**src/rtl/turnstile_multi_pass.sv**
```systemverilog
// Coin-operated turnstile controller: banks prepaid passes, relocks after an
// idle timeout and raises a timed alarm on a forced push while locked.
module turnstile_multi_pass #(
  parameter int PRICE          = 2,
  parameter int MAX_PASSES     = 3,
  parameter int TIMEOUT_CYCLES = 8,
  parameter int ALARM_CYCLES   = 4,
  localparam int PASS_W        = $clog2(MAX_PASSES + 1),
  localparam int COIN_W        = $clog2(PRICE + 1)
) (
  input  logic              i_Clk,
  input  logic              i_Rst_L,
  input  logic              i_Coin,
  input  logic              i_Push,
  output logic              o_Locked,
  output logic [PASS_W-1:0] o_Passes,
  output logic [COIN_W-1:0] o_Coins,
  output logic              o_Coin_Reject,
  output logic              o_Alarm,
  output logic              o_Timeout
);

  localparam int IDLE_W  = (TIMEOUT_CYCLES > 1) ? $clog2(TIMEOUT_CYCLES) : 1;
  localparam int ALARM_W = (ALARM_CYCLES > 1) ? $clog2(ALARM_CYCLES) : 1;

  localparam logic [COIN_W-1:0]  COIN_LAST  = COIN_W'(PRICE - 1);
  localparam logic [PASS_W-1:0]  PASS_MAX   = PASS_W'(MAX_PASSES);
  localparam logic [IDLE_W-1:0]  IDLE_LAST  =
    IDLE_W'((TIMEOUT_CYCLES > 0) ? TIMEOUT_CYCLES - 1 : 0);
  localparam logic [ALARM_W-1:0] ALARM_LAST = ALARM_W'(ALARM_CYCLES - 1);

  typedef enum logic [1:0] {
    LOCKED,
    UNLOCKED,
    ALARM
  } state_t;

  state_t              state, state_next;
  logic [PASS_W-1:0]   passes, passes_next, credited;
  logic [COIN_W-1:0]   coins, coins_next;
  logic [IDLE_W-1:0]   idle_timer, idle_next;
  logic [ALARM_W-1:0]  alarm_timer, alarm_next;
  logic                reject_q, reject_next;
  logic                timeout_q, timeout_next;
  logic                coin_full, pass_inc, quiet;

  // Coin accounting is identical in every state; rejection is judged on the
  // registered pass count, before any concurrent push decrement.
  always_comb begin
    coin_full   = (coins == COIN_LAST);
    pass_inc    = i_Coin && coin_full && (passes != PASS_MAX);
    reject_next = i_Coin && coin_full && (passes == PASS_MAX);
    coins_next  = coins;
    if (i_Coin && !coin_full) begin
      coins_next = coins + 1'b1;
    end else if (pass_inc) begin
      coins_next = '0;
    end
    credited = passes + PASS_W'(pass_inc);
  end

  always_comb begin
    state_next   = state;
    passes_next  = credited;
    idle_next    = '0;
    alarm_next   = '0;
    timeout_next = 1'b0;
    quiet        = !i_Coin && !i_Push;
    case (state)
      LOCKED: begin
        if (i_Push) begin
          state_next = ALARM;
        end else if (credited != '0) begin
          state_next = UNLOCKED;
        end
      end
      UNLOCKED: begin
        if (i_Push) begin
          passes_next = credited - 1'b1;
        end
        if (!quiet) begin
          if (passes_next == '0) begin
            state_next = LOCKED;
          end
        end else if ((TIMEOUT_CYCLES != 0) && (idle_timer == IDLE_LAST)) begin
          passes_next  = '0;
          timeout_next = 1'b1;
          state_next   = LOCKED;
        end else if (TIMEOUT_CYCLES != 0) begin
          idle_next = idle_timer + 1'b1;
        end
      end
      ALARM: begin
        // A push while alarmed restarts the alarm window instead of passing.
        if (i_Push) begin
          alarm_next = '0;
        end else if (alarm_timer == ALARM_LAST) begin
          state_next = (credited != '0) ? UNLOCKED : LOCKED;
        end else begin
          alarm_next = alarm_timer + 1'b1;
        end
      end
      default: begin
        state_next  = LOCKED;
        passes_next = '0;
      end
    endcase
  end

  always_ff @(posedge i_Clk or negedge i_Rst_L) begin
    if (!i_Rst_L) begin
      state       <= LOCKED;
      passes      <= '0;
      coins       <= '0;
      idle_timer  <= '0;
      alarm_timer <= '0;
      reject_q    <= 1'b0;
      timeout_q   <= 1'b0;
    end else begin
      state       <= state_next;
      passes      <= passes_next;
      coins       <= coins_next;
      idle_timer  <= idle_next;
      alarm_timer <= alarm_next;
      reject_q    <= reject_next;
      timeout_q   <= timeout_next;
    end
  end

  assign o_Locked      = (state != UNLOCKED);
  assign o_Alarm       = (state == ALARM);
  assign o_Passes      = passes;
  assign o_Coins       = coins;
  assign o_Coin_Reject = reject_q;
  assign o_Timeout     = timeout_q;

endmodule

```
**config.mk**
```make
export PLATFORM = sky130hd
export DESIGN_NAME = turnstile_multi_pass
export DESIGN_NICKNAME = d
export VERILOG_FILES = /design/src/rtl/turnstile_multi_pass.sv
export SDC_FILE = /design/constraint.sdc
export NUM_CORES = 1
export LEC_CHECK = 0
export ABC_AREA = 1
export CAP_MARGIN = 20
export CORE_UTILIZATION = 44
export DETAILED_ROUTE_END_ITERATION = 10
export GPL_TIMING_DRIVEN = 0
export MAX_ROUTING_LAYER = met4
export PLACE_DENSITY = 0.71
export SLEW_MARGIN = 20
export SYNTH_ARGS = -nofsm -noshare
export SYNTH_HDL_FRONTEND = slang
export SYNTH_SLANG_ARGS = --single-unit
```
**constraint.sdc**
```tcl
create_clock -name i_Clk -period 1.94 [get_ports i_Clk]
set_clock_uncertainty 0.15 [all_clocks]
set_input_delay 0.291 -clock i_Clk [delete_from_list [all_inputs] [get_ports i_Clk]]
set_output_delay 0.291 -clock i_Clk [all_outputs]
set_load 0.005 [all_outputs]
```
==> flow_summary.ini <==
[routing]
drcViolationCount = 0
dr_total_vias = 613
drt_iter0_drc = 26
drt-total-wl_mm = 1.38
via_per_inst = 5.24
wl_per_cell_microns = 11.8
final_antenna_net_count = 0
dr.pass1.iters = 4

[placement]
io_buffer_count = 11
post-dp-hpwl_microns = 933
gp_congestion = 0.759
place_inst = 104
pre_cts_slack_ns = -0.446

[global_routing]
grt_use_met1_pct = 20.2
met2_usage_pct = 39.1
globalRouteMet3Util_pct = 3.26
antenna_found_initial = 0
grt_pass1_wl_mm = 2.13
track_usage_pct = 20.4
grt.overflow.total = 0
busiest_layer = met2
grt_pass1_vias = 570
grt_max_degree = 14

[sta]
grt_setup_unrepaired = yes
timing.final.hold_violations = 0
max_freq_mhz = 486
slew_viol_final = 0
setup_viol = 2
relSlewSlack_pct = 59.0
setup_ws_ns = -0.118
fin_crit_sh_pct = 106
tightest_slew_ns = 0.614
fin_crit_ns = 2.06

[yosys]
synthArstFlopShare_pct = 100
yosysMostFrequentCell = nand2_1
post-synth-top-area-fraction_pct = 48.4
syn_area_sq_um = 672
synthCells = 78
synth_edf_count = 0
syn_nets = 88
synthTopCellsByArea = dfrtp_1, ha_1, nand2_1, nor2_1, inv_1
avgSynthCellArea_sq_um = 8.61
synth_cell_types = 20
synth-seq-area-share_pct = 48.4
yosysWarnings = 0
synth.largest_area_cell = dfrtp_1
synth-seq-cells = 13
synth_commonest_cells = nand2_1, dfrtp_1, nor2_1
synth_flop_cell = dfrtp_1

[clock_tree]
cts.htree.levels = 1
clock_latency_ns = 0.27
cts_buffers = 3
clock_sinks = 13
cts_tree = yes
hold_buffers = 0
root_buffer = clkbuf_4
path_clk_slew_ns = 0.08
clockBufferDepth = 2

[critical_path]
max_stage_delay_ns = 0.39
crit_fanout = 2
crit_path_end_kind = flip-flop
critPathArrivalTime_ns = 2.11
path_class = flip-flop to flip-flop
worst-path-buf-inv = 7
crit_chain = inv_2 > ha_4 > and3_4 > ha_4 > inv_4 > nand2_4 > nand2_4 > buf_4 > buf_4 > buf_4 > buf_4 > buf_4 > o22ai_2
crit_top_cell = buf_4
path_delay_family = buffers and inverters
worstPathRequired_ns = 1.99
slowest_stage = dfrtp_1
cp-start-kind = flip-flop

[power_and_ir_drop]
cellLeakagePower_uw = 0.000467
powerDensity_nw_per_um2 = 1540
ir_worst_vdd_uv = 809

[floorplanning]
ios = 12
fp-row-count = 13
die_x_microns = 41.1
start_util_pct = 49.2
chipHeight_microns = 41.1
core_sq_um = 1370
die_area_sq_um = 1690

[final_layout]
num_antenna_cells = 0
drive_gt1_share_pct = 27.5
final_cells = 117
areaGrowthSynthToFinish_pct = 42.5
nets = 113

[min_path]
hold_class = primary input to asynchronous set/reset pin

[run_status]
outcome = finished, violations left
violations = setup timing

[flow_run]
maxCapViolCount = 0
-- cell families after synthesis --
group | after synthesis | synth area share, %
buffers and inverters | 11 | 6.15
and+or+nand+nor | 38 | 24.2
adders and majority gates | 6 | 11.2
AOI/OAI and AO/OA | 10 | 10.1
DFF | 13 | 48.4
-- routing by layer --
| layer | up-vias | share of wire, % | wire length (microns) |
|---|---|---|---|
| li1 | 305 | - | - |
| met1 | 287 | 42 | 585 |
| met2 | 19 | 52 | 725 |
| met3 | 2 | 4.0 | 56 |
| met4 | 0 | 1.1 | 15 |
| met5 | - | 0 | 0 |
-- layout make-up --
cell class	count	area, sq um
Clock buffer	3	22.5
Clock inverter	1	5.00
Fill cell	100	409
Inverter	11	43.8
Multi-Input combinational cell	54	365
Sequential cell	13	325
Tap cell	15	18.8
Timing Repair Buffer	20	176
-- placed cells by master, fill, tap and decap left out, types with 2 or more instances in the layout --
cell type	count
a21oi_1	3
buf_4	9
clkbuf_4	3
clkdlybuf4s50_1	10
dfrtp_1	13
ha_1	3
ha_4	3
inv_1	5
inv_2	5
nand2_1	15
nand2_2	2
nand2_4	2
nand3_1	4
nor2_1	9
nor3_1	2
o22ai_1	2
-- worst paths after layout --
kind | start | to | slack (ns) | depth (start not counted)
min reg2reg | idle_timer[0]$_DFF_PN0_ | idle_timer[0]$_DFF_PN0_ | 0.29 | 1
max reg2reg | o_Coins[1]$_DFFE_PN0P_ | o_Passes[1]$_DFF_PN0_ | -0.12 | 13
max | o_Coins[1]$_DFFE_PN0P_ | o_Passes[1]$_DFF_PN0_ | -0.12 | 13
max in group asynchronous | i_Rst_L | o_Passes[1]$_DFF_PN0_ | 1.00 | 1
min | i_Rst_L | idle_timer[2]$_DFF_PN0_ | 0.25 | 1
min in group i_Clk | i_Coin | o_Timeout$_DFF_PN0_ | 0.28 | 2
-- what timing repair did --
item / in CTS / in global routing
setup buffers: 8 / 1
gates resized for setup: 6 / 3
pin swaps: 6 / 3
endpoints found under the setup margin: 2 / 2
cloned: 0 / 0
-- per-stage QoR --
step | cell area (sq um) | utilization (%) | setup TNS [ns] | power, uW | hold slack, ns
2_1_floorplan | 697 | - | -0.172 | 840 | -0.155
3_3_place_gp | 826 | 60.4 | -0.758 | 1040 | 0.274
3_5_place_dp | 826 | 60.4 | -0.809 | 1060 | 0.280
4_1_cts | 937 | 68.6 | -0.177 | 1420 | 0.259
5_1_grt | 957 | 70.1 | -0.366 | 1590 | 0.282
6_report | 957 | 70.1 | -0.211 | 1470 | 0.246
-- sequential cells by signal, summed over array words and instances, names as in the netlist --
name and flops:
idle_timer 3, o_Passes 2, o_Timeout 1, o_Coins 2, state 2, alarm_timer 2
o_Coin_Reject 1
-- power breakdown --
| part | switching (uW) | total (uW) | internal (uW) |
|---|---|---|---|
| Sequential | 76.0 | 423 | 347 |
| Clock | 90.4 | 167 | 76.4 |
| Combinational | 398 | 881 | 483 |
| Total | 564 | 1470 | 907 |
No activity file was read; power rests on OpenSTA's default activity.
